**src/rtl/cuckoo_lookup_fsm.sv**
```systemverilog
// cuckoo_lookup_fsm
//   Four-way cuckoo hash table lookup sequencer. A request VPN is latched, then
//   each way is probed in order (PROBE drives the bucket read, CHECK compares
//   the returned entry). The first matching way ends the walk, so the
//   lowest-numbered hit wins. If all four ways miss, a miss is reported.
//   The result is held in RESP until the consumer takes it.
//
//   Ports
//     clock, reset_n                  clock, async active-low reset
//     req_valid/req_ready, req_vpn    lookup request (ready only when idle)
//     hash_vpn, hash_id               operands to the external combinational hash
//     hash_in                         hash result, same cycle as hash_vpn/hash_id
//     mem_rd_en, mem_rd_addr          bucket read, addr = {way, hash_in[IDX_BITS-1:0]}
//     mem_rd_vld/tag/ppn              bucket entry, one cycle after mem_rd_en
//     rsp_valid/rsp_ready             response handshake
//     rsp_hit, rsp_way, rsp_ppn       result (miss reports way 3, ppn 0)
//     stat_hits, stat_misses          saturating 32-bit counters, present only
//                                     when CUCKOO_LOOKUP_STATS_EN is defined
module cuckoo_lookup_fsm #(
  parameter int IDX_BITS = 10,
  parameter int PPN_BITS = 40
) (
  input  logic                  clock,
  input  logic                  reset_n,
  input  logic                  req_valid,
  output logic                  req_ready,
  input  logic [44:0]           req_vpn,
  output logic [44:0]           hash_vpn,
  output logic [1:0]            hash_id,
  input  logic [31:0]           hash_in,
  output logic                  mem_rd_en,
  output logic [IDX_BITS+1:0]   mem_rd_addr,
  input  logic                  mem_rd_vld,
  input  logic [44:0]           mem_rd_tag,
  input  logic [PPN_BITS-1:0]   mem_rd_ppn,
  output logic                  rsp_valid,
  input  logic                  rsp_ready,
  output logic                  rsp_hit,
  output logic [1:0]            rsp_way,
  output logic [PPN_BITS-1:0]   rsp_ppn
`ifdef CUCKOO_LOOKUP_STATS_EN
  ,
  output logic [31:0]           stat_hits,
  output logic [31:0]           stat_misses
`endif
);

  typedef enum logic [1:0] {IDLE, PROBE, CHECK, RESP} state_t;

  state_t      state;
  logic [1:0]  way;
  logic [44:0] vpn;
  logic        tag_hit;

  // Only the low IDX_BITS of the hash select a bucket.
  logic unused_hash;
  assign unused_hash = ^hash_in[31:IDX_BITS];

  assign hash_vpn    = vpn;
  assign hash_id     = way;
  assign mem_rd_addr = {way, hash_in[IDX_BITS-1:0]};

  // Returned entry is only meaningful in CHECK (one cycle after PROBE's read).
  assign tag_hit = mem_rd_vld && (mem_rd_tag == vpn);

  always_ff @(posedge clock or negedge reset_n) begin
    if (!reset_n) begin
      state     <= IDLE;
      way       <= '0;
      vpn       <= '0;
      req_ready <= 1'b1;
      mem_rd_en <= 1'b0;
      rsp_valid <= 1'b0;
      rsp_hit   <= 1'b0;
      rsp_way   <= '0;
      rsp_ppn   <= '0;
    end else begin
      case (state)
        IDLE: begin
          if (req_valid) begin
            vpn       <= req_vpn;
            way       <= '0;
            req_ready <= 1'b0;
            mem_rd_en <= 1'b1;
            state     <= PROBE;
          end
        end
        PROBE: begin
          mem_rd_en <= 1'b0;
          state     <= CHECK;
        end
        CHECK: begin
          if (tag_hit) begin
            rsp_hit   <= 1'b1;
            rsp_way   <= way;
            rsp_ppn   <= mem_rd_ppn;
            rsp_valid <= 1'b1;
            state     <= RESP;
          end else if (way == 2'd3) begin
            rsp_hit   <= 1'b0;
            rsp_way   <= 2'd3;
            rsp_ppn   <= '0;
            rsp_valid <= 1'b1;
            state     <= RESP;
          end else begin
            way       <= way + 2'd1;
            mem_rd_en <= 1'b1;
            state     <= PROBE;
          end
        end
        RESP: begin
          // rsp_* hold their values until taken; IDLE re-opens req_ready.
          if (rsp_ready) begin
            rsp_valid <= 1'b0;
            req_ready <= 1'b1;
            state     <= IDLE;
          end
        end
        default: state <= IDLE;
      endcase
    end
  end

`ifdef CUCKOO_LOOKUP_STATS_EN
  // Counted on the cycle the FSM moves CHECK -> RESP.
  always_ff @(posedge clock or negedge reset_n) begin
    if (!reset_n) begin
      stat_hits   <= '0;
      stat_misses <= '0;
    end else if (state == CHECK) begin
      if (tag_hit && stat_hits != 32'hFFFF_FFFF)
        stat_hits <= stat_hits + 32'd1;
      if (!tag_hit && way == 2'd3 && stat_misses != 32'hFFFF_FFFF)
        stat_misses <= stat_misses + 32'd1;
    end
  end
`endif

endmodule

```
**config.mk**
```make
export PLATFORM = sky130hd
export DESIGN_NAME = cuckoo_lookup_fsm
export DESIGN_NICKNAME = d
export VERILOG_FILES = /design/src/rtl/cuckoo_lookup_fsm.sv
export SDC_FILE = /design/constraint.sdc
export NUM_CORES = 1
export LEC_CHECK = 0
export ABC_AREA = 1
export CORE_MARGIN = 4
export CORE_UTILIZATION = 43
export DETAILED_ROUTE_END_ITERATION = 12
export GPL_TIMING_DRIVEN = 0
export PLACE_DENSITY = 0.83
export SLEW_MARGIN = 15
export SYNTH_ARGS = -nofsm -noshare
export SYNTH_HDL_FRONTEND = slang
export SYNTH_SLANG_ARGS = --single-unit
```
**constraint.sdc**
```tcl
create_clock -name clock -period 3.4 [get_ports clock]
set_input_delay 1.02 -clock clock [delete_from_list [all_inputs] [get_ports clock]]
set_output_delay 1.02 -clock clock [all_outputs]
set_load 0.01 [all_outputs]
```
## Word level (Yosys, flattened, before mapping)

Index checks and enable logic that the tools add are counted.

| storage, ports and cells | value |
|---|---|
| register bits | 95 |
| latch bits | 0 |
| bits in writable memories | 0 |
| ROM bits | 0 |
| bits of input ports | 167 |
| output and inout bits | 105 |
| logic and storage cells | 60 |
| memories | 0 |

| operators by class | value |
|---|---|
| add/subtract/negate cells | 1 |
| $mul | 0 |
| divide/modulo/power cells | 0 |
| magnitude comparators | 0 |
| equal/unequal tests | 10 |
| shifts and indexed selects | 0 |
| multiplexer cells | 26 |
| bitwise logic cells | 0 |
| reduce and logical (&&, ||, !) cells | 14 |

Operators with widths:

| cell | number |
|---|---|
| $mux 40 | 2 |
| $eq 45x45->1 | 1 |
| $mux 2 | 9 |
| $mux 1 | 10 |
| $ne 2x2->1 const B | 4 |
| $pmux 2 s4 | 1 |
| $reduce_and 4->1 | 2 |
| $reduce_bool 2->1 | 4 |
| $eq 2x2->1 const B | 3 |
| $reduce_and 2->1 | 3 |
| $reduce_and 3->1 | 2 |
| $pmux 1 s2 | 2 |
| $pmux 2 s2 | 1 |
| $ne 3x3->1 const B | 1 |
| $pmux 1 s3 | 1 |
| $reduce_bool 3->1 | 1 |
| $add 2x1->2 const B | 1 |
| $eq 2x1->1 const B | 1 |
| $logic_not 2->1 | 1 |
| $logic_and 1x1->1 | 1 |

## Logic depth before layout (Yosys ltp)

Gate-level depths: netlist (run 1).

| depth | value |
|---|---|
| word-level depth | 4 |
| gate-level depth with buffers | 14 |
| mapped depth without buffers | 13 |

## Worst setup path before layout (run 1)

No wires, ideal clock.

| timing path | value |
|---|---|
| kind | input port to flip-flop |
| from | in mem_rd_tag[30] |
| to | reg rsp_ppn[10] |
| setup time | 117 ps |
| arrival time | 2095 ps |
| data required time | 3283 ps |
| setup slack | 1188 ps |
| stages on the path | 11 |
| buffers on the path | 1 |
| cells stage by stage | xnor2_1 > nand3_1 > nor2_1 > nand2_1 > nor2_2 > nand3_4 > nand2_4 > inv_4 > buf_6 > nand2_1 > nand2_1 |

| between the ends | value |
|---|---|
| cells in the longest elaborated chain, start to end | 4 |
| elaborated cells on any way between the ends | 5 |
| classes of those cells | 1 x eq/ne; 1 x mux; 3 x reduce/logical |

RTL lines:

| element | line | source |
|---|---|---|
| start: declaration | 34 | `input logic [44:0] mem_rd_tag,` |
| $eq 45x45->1 * | 64 | `assign tag_hit = mem_rd_vld && (mem_rd_tag == vpn);` |
| $logic_and 1x1->1 * | 64 |  |
| $reduce_bool 2->1 (no line) | n/a |  |
| $reduce_and 2->1 (no line) | n/a |  |
| end signal: assignment | 96 | `rsp_ppn <= mem_rd_ppn;` |
| end: declaration | 40 | `output logic [PPN_BITS-1:0] rsp_ppn` |

Mark *: on every way between the ends. The rest lies on a longest branch, timed or not.
A chain may end at the register's enable or synchronous reset.

## Worst setup path after layout (run 1)

| timing path | value |
|---|---|
| from | in mem_rd_tag[30] |
| to | reg rsp_ppn[14] |

The elaborated chain is that of the path after synthesis.

==> results.txt, run 1 <==
The run finished with clean final reports. The run gives 0 as the max-slew violation total from the final report. For this design, the sink count on the clock tree is 95.

Setup repair after global routing left no endpoint under its margin. STA puts the critical path data required time at 3.64 ns. With fillers left out, the area of the finished cells amounts to 8160 µm². The tools report the largest voltage drop on the vdd net as 402 µV. Summed over all instances, the cell type with the most area after synthesis is dfrtp_1. The post-route setup TNS is 0 ns. Entering global routing, the biggest net connects 59 pins. Max-cap violations in this run came to 0. Of the total power, the share spent switching nets is 39.7%. The internal power is 3.16 mW, and the number of different library cells in the post-synthesis netlist is 25.

Most frequent cell after synthesis: nand2_1. The logs give 68.2% for the fraction of the core area covered by cells at the end of the flow and 0.35 ns for the insertion delay of the later-clocked pin in the worst-skew pair. The tools report the final non-filler cell total as 1154. The fraction of layout cells with a size suffix above 1 is 5.36%, and the normalized max-slew margin is 52.5%.

Sorting the synthesized cells by area gives the leading types as dfrtp_1 45%, nand2_1 23%, nand4_1 6.3%. The leakage power of the design is 4.08 nW. 0 antenna diodes ended up in the layout. Combinational logic burns 46.9% of the power. The run gives 3 as the number of H-tree levels.

The logs give 0 for the initial antenna violation count and 0 for the number of nets with antenna violations after detailed routing. The register area share after synthesis came out at 45.4%. The number of gates resized after CTS was 0.

The Yosys step of the flow raised 0 warnings. Per report_power, the clock group accounts for 20.5% of the total. The final worst-path setup slack is 0.516 ns, and the total clock buffers created by CTS is 9. The logs give 18200 µm for the post-detailed-routing wire length and 272 for the number of placed I/O pins.

Once the clock tree was built, the setup fixing pass inserted 0 buffers. In the final routed layout, each cell accounts on average for 15.8 µm. The congestion estimate from routability-driven global placement came to 0.913. Power density normalized to cell area: 641 nW/µm².

Average vias per placed instance: 5.00. The port buffer count works out to 239. The final critical path time including I/O delays and setup works out to 2.88 ns.

The maximum fanout count along the critical path came out at 10. The tools report the count of nets after finishing as 1170. The critical path endpoint category is a flop. The pre-CTS worst setup slack was 0.211 ns.

The run gives 40 as the number of placement rows. The share of the clock period used by the worst path is 84.8%. In this run the clock root is driven by a clkbuf_16. The tools report the number of DRC violations after detailed-routing iteration 0 as 521. After detailed routing, the number of remaining DRC violations is 0. The number of buffers inserted by hold repair at cts came out at 0. The fraction of synthesized cell area taken by the top area cell type came out at 44.9%. TritonCTS built the clock tree. The worst hold margin came out at 0.472 ns. The number of standard cells after synthesis was 751. For this run the aggregate overflow at the end of global routing stands at 0. The start-to-end type of the worst setup path was input port to flop. The worst-case clock skew was 0.0106 ns; the number of instances in the placed design was 1138.

For this run, the leading register cell type out of synthesis is dfrtp_1. In this run, synthesis inferred 0 flip-flops with an integrated enable. The number of global-route vias before repair is 5409, and the area growth from synthesis to final layout is 55.7%. The overall via count from detail_route was 5766; the total iterations of the first detailed-routing run was 5. Static timing analysis puts the maximum clock frequency at 0.347 GHz. For the pin with the worst max-slew slack, the measured transition is 0.709 ns. From bottom edge to top edge, the die measures 118 µm. Sorting the synthesized cells by how often they occur yields 325 x nand2_1, 94 x dfrtp_1, 84 x inv_1, 70 x nor2_1, 53 x nand4_1. The arrival time at the worst endpoint was 3.12 ns; the switching component of the power was 2.08 mW. The number of nets in the synthesized netlist was 919.

Once the floorplan was initialized, standard cells occupied 43.8% of the core. The mapped netlist covers 5240 µm². From left edge to right edge, the die measures 118 µm.

The number of endpoints with negative hold slack in the final report came out at 0. The longest clock path from root to sink contains 2 buffers. Dividing the synthesized area by the synthesized cell count gives 6.98 µm².

The logs give 14000 µm² for the total die area and 5.24 mW for the total power. The first global-routing pass estimated 28000 µm of wire. The clock input transition at the sequential cells of the worst setup and hold paths is 0.07 ns.

The path class of the tightest hold or removal check is flop to flop. In this run, synthesis produced a sequential element count of 95. The worst setup path is launched from an input port. The sequential power share came out at 32.7%. Across every metal layer, demand over resource in global routing totals 25.1%. The detailed placement HPWL is 14400 µm, and the standard cell core area is 12000 µm². Setup violations remaining at the end of the flow were counted as 0.

Once placement finished, the instance area stood at 7850 µm². The fraction of registers with async set/reset is 100%.
[flip-flops by register name, indices dropped and copies added, names as in the netlist]
register	cells
rsp_ppn	40
hash_id	2
mem_rd_en	1
hash_vpn	45
rsp_valid	1
req_ready	1
state	2
rsp_way	2
rsp_hit	1
[worst max-delay path, stage by stage]
cell             delay, ns
clkdlybuf4s50_1       0.41
xnor2_1               0.44
nand3_1               0.23
nor2_1                0.15
nand2_1               0.07
nor2_2                0.17
nand3_4               0.15
nand2_4               0.14
inv_4                 0.07
buf_6                 0.14
nand2_1               0.06
nand2_1               0.05
[final timing paths]
check	from	slack [ns]	cells past startpoint	end
max	mem_rd_tag[30]	0.52	12	rsp_ppn[14]
min	rsp_ppn[12]	0.47	2	rsp_ppn[12]
max reg2reg	hash_vpn[30]	1.18	11	rsp_ppn[14]
min reg2reg	rsp_ppn[12]	0.47	2	rsp_ppn[12]
max in group asynchronous	reset_n	2.18	2	req_ready
min in group asynchronous	reset_n	0.58	1	hash_vpn[11]
[layout make-up]
cell class,instances,area (µm²)
Multi-Input combinational cell,533,2310
Timing Repair Buffer,240,2420
Inverter,86,325
Clock buffer,10,239
Fill cell,1011,3800
Sequential cell,95,2380
Buffer,37,224
Tap cell,147,184
Clock inverter,6,76.3
[layout by cell type (no fill, tap or decap), types with 2 or more instances in the layout]
cell,Yosys,final
buf_2,8,8
buf_4,12,12
buf_6,4,5
clkbuf_1,13,13
clkbuf_16,0,9
clkdlybuf4s50_1,0,238
clkinvlp_4,0,2
dfrtp_1,94,94
inv_1,84,84
inv_8,0,2
nand2_1,325,325
nand3_1,16,16
nand3b_1,3,3
nand4_1,53,53
nor2_1,70,70
nor2_2,2,2
nor3_1,3,3
o21ai_0,43,43
or2_2,4,4
xnor2_1,8,8
[power groups by stage]
stage / Combinational (mW) / Clock, mW / Sequential (mW)
finish: 2.45 / 1.07 / 1.71
global route: 2.69 / 1.13 / 1.75
CTS: 2.44 / 1.09 / 1.71
detailed placement: 2.43 / 0 / 1.72
global placement: 2.39 / 0 / 1.71
floorplan: 1.09 / 0 / 1.83
[per-layer routing]
layer	vias up	GRT usage (%)	wire [µm]
met5	-	0	0
met4	0	8.83	508
met3	36	6.41	1420
met2	262	40.4	8410
met1	2631	32.9	7860
li1	2837	-	-
[cell families after synthesis]
kind of cell,share of synthesized area [%]
flops,45.4
compound gates,4.20
simple gates,38.4
fa+ha+maj,0.239
buf+inv,10.5
xor+xnor,1.34
(Power assumes the default switching activity.)
==> run 2, diff against run 1 <==
CORE_UTILIZATION = 40   (was 43)
PLACE_DENSITY = 0.78   (was 0.83)
clock period = 2.7 ns   (was 3.4 ns; I/O delays follow)
==> run 2 against run 1 <==
Net effect: setup slack lost 0.40 ns; critical path depth unchanged; core utilization shrank 3.7 points; non-clock buffer count is the same; cell count grew 2.2%; sequential power grew 26%; clock-buffer cell count rose by 1; die area rose by 7.0%; flip-flop and latch count unchanged; clock skew decreased by 0.0022 ns; clock power increased by 28%; total power up 26%; critical path type unchanged; largest power group unchanged.
==> results.txt, run 2 (same netlist as run 1, synthesis figures left out) <==
The run finished with clean final reports. For the worst-case clock skew, the log shows 0.00842 ns (-0.00221 ns). Setup repair after global routing left no endpoint under its margin. The first-pass GRT wire length is 27500 µm (-1.8%), and the initial core utilization is 41.2% (-2.6 points).

The pin count of the biggest net entering global routing came out at 63 (+6.8%). met2 is the most crowded layer. The number of placed I/O pins was 272 (unchanged); the detailed placement HPWL was 14700 µm (+1.7%). For the max-slew violation total from the final report, the log shows 0 (unchanged). Met3 track demand over resource in global routing: 6.18% (-0.24 points). Total clock buffers created by CTS: 9 (unchanged). The flop-to-flop setup slack was 0.60 ns (-0.58 ns).

Clock tree synthesis selected as its root buffer the cell clkbuf_16. For the final cell area excluding filler cells, the log shows 8210 µm² (+0.61%). The min-delay analysis places its worst path in the category input port to async pin.

The power density normalized to cell area works out to 804 nW/µm² (+25%). The total die area was 15000 µm² (+7.0%); the count of nets after finishing was 1170 (unchanged). The largest buffer count on any clock path was 2 (unchanged). The number of maximum-capacitance violations came out at 0 (unchanged). Number of placement rows: 41 (+2.5%). The maximum fanout count along the critical path is 10 (unchanged). Normalized max-slew margin: 51.0% (-1.5 points). The y dimension of the die came out at 122 µm (+3.4%). For the insertion delay of the later-clocked pin in the worst-skew pair, the log shows 0.35 ns (about the same). The final global-route overflow total was 0 (unchanged).

The arrival time at the worst endpoint was 2.87 ns (-0.25 ns). The share of the clock period used by the worst path is 95.5%. The most common cell after layout, fill and taps aside is nand2_1. The total iterations of the first detailed-routing run came out at 5 (unchanged). The run gives 0 (unchanged) as the DRC violation count after routing. The post-detailed-routing wire length was 18300 µm (+0.46%); the worst hold margin was 0.341 ns (-0.132 ns).

Slew at the pin with the worst max-slew slack: 0.732 ns (+0.0228 ns). In the layout the commonest cells are 325 x nand2_1, 238 x clkdlybuf4s50_1, 94 x dfrtp_1, 84 x inv_1, 69 x nor2_1. The tools report the number of H-tree levels as 3 (unchanged). The worst setup path is captured at a flop.

The tools report the met2 demand-to-capacity share in global routing as 37.5% (-3.0 points). The leakage power of the design came out at 4.10 nW (+0.49%). The start-to-end type of the worst setup path was input port to flop. The tools report the instance area after placement as 7880 µm² (+0.40%). The logs give 0 (unchanged) for the total inserted antenna cells and 0 (unchanged) for the initial antenna violation count.

Number of DRC violations after detailed-routing iteration 0: 404 (-22%). The area growth from synthesis to final layout is 56.7%, and the number of nets with antenna violations after detailed routing is 0 (unchanged). The number of endpoints with negative hold slack in the final report is 0 (unchanged). For the number of clock sinks, the log shows 95 (unchanged).

The tools report the fill cell instance count of the final layout as 1162 (+15%). The logs give 23.9% (-1.2 points) for the global-route usage over all layers and 0.912 (-0.11%) for the placer's final routability congestion estimate. The run gives 529 µV (+32%) as the largest voltage drop on the vdd net.

The flip-flop count of the largest register, all copies and words added was 45 (unchanged). The final routed wire length divided by cell count was 15.5 µm (-1.7%); the clock input transition at the sequential cells of the worst setup and hold paths was 0.07 ns (about the same). The fraction of layout cells with a size suffix above 1 works out to 5.66% (+0.30 points). The final critical path time including I/O delays and setup came out at 2.58 ns. For this run, the top clock speed supported by timing is 0.388 GHz.

For the post-route setup TNS, the log shows 0 ns (unchanged). The average vias per placed instance was 4.86 (-2.7%); the required time at the worst-slack endpoint was 2.99 ns (-0.65 ns). The total power is 6.61 mW (+26%).

The number of global-route vias before repair is 5334 (-1.4%). For the standard cell core area, the log shows 12700 µm² (+6.4%). The port buffer count works out to 239 (unchanged). TritonCTS built the clock tree.

For the setup violation total in the final timing report, the log shows 0 (unchanged). The overall via count from detail_route is 5729 (-0.64%). The x dimension of the die is 122 µm (+3.4%), and the met1 usage in global routing is 32.0% (-0.87 points). The worst setup path is launched from an input port.
run 2: through the flow:
| stage | setup slack (ns) | std cells | util (%) |
|---|---|---|---|
| after floorplan | 0.698 | 751 | - |
| after global placement | -2.92 | 1162 | 61.7 |
| after detailed placement | -0.338 | 1163 | 61.9 |
| after CTS | 0.0258 | 1179 | 64.4 |
| after global routing | 0.00804 | 1179 | 64.6 |
| final | 0.121 | 1179 | 64.6 |
run 2: repair_timing:
action	4_1_cts	5_1_grt
hold buffers	0	0
endpoints found under the setup margin	0	42
gates resized for setup	0	3
setup buffers	0	0
run 2: report_power, final:
| part | switching, mW | leakage, nW | internal (mW) | total [mW] |
|---|---|---|---|---|
| clock network | 0.590 | 0.158 | 0.779 | 1.37 |
| registers | 0.332 | 1.23 | 1.82 | 2.16 |
| logic | 1.68 | 2.71 | 1.40 | 3.08 |
run 2: worst paths after layout:
kind / start / endpoint / cells past startpoint
max in group asynchronous: reset_n / req_ready / 2
min: reset_n / hash_vpn[5] / 1
max: mem_rd_tag[3] / rsp_ppn[7] / 12
max reg2reg: state[0] / hash_vpn[28] / 6
min in group clock: rsp_ppn[30] / rsp_ppn[30] / 2
min reg2reg: rsp_ppn[30] / rsp_ppn[30] / 2
run 2: worst max-delay path, stage by stage:
cell             delay [ns]
clkdlybuf4s50_1        0.49
inv_1                  0.05
nand2_1                0.13
nand2_1                0.08
nor2_1                 0.10
nand4_1                0.09
nor2_1                 0.18
nand2_1                0.09
nor2_1                 0.32
buf_2                  0.30
nand4_1                0.14
nand2_1                0.10
run 2: area by class of cell:
class	instances	area, µm²	area share [%]
buffer	37	224	2.73
clock buffer	11	253	3.08
clock inverter	5	63.8	0.777
inverter	86	325	3.96
multi-input combinational	533	2330	28.4
sequential	95	2380	29.0
tap	172	215	2.62
timing repair buffer	240	2420	29.5
run 2: metal layers:
metal / vias to the layer above / part of all wire [%]
met4: 0 / 2.4
met3: 29 / 8.7
met1: 2654 / 42
met5: - / 0
met2: 217 / 47
li1: 2829 / -
==> run 3, diff against run 2 <==
ABC_CLOCK_PERIOD_IN_PS = 2700   (was not set)
==> results of run 3 <==
The final DEF is identical to that of run 2; final timing and power are the same.
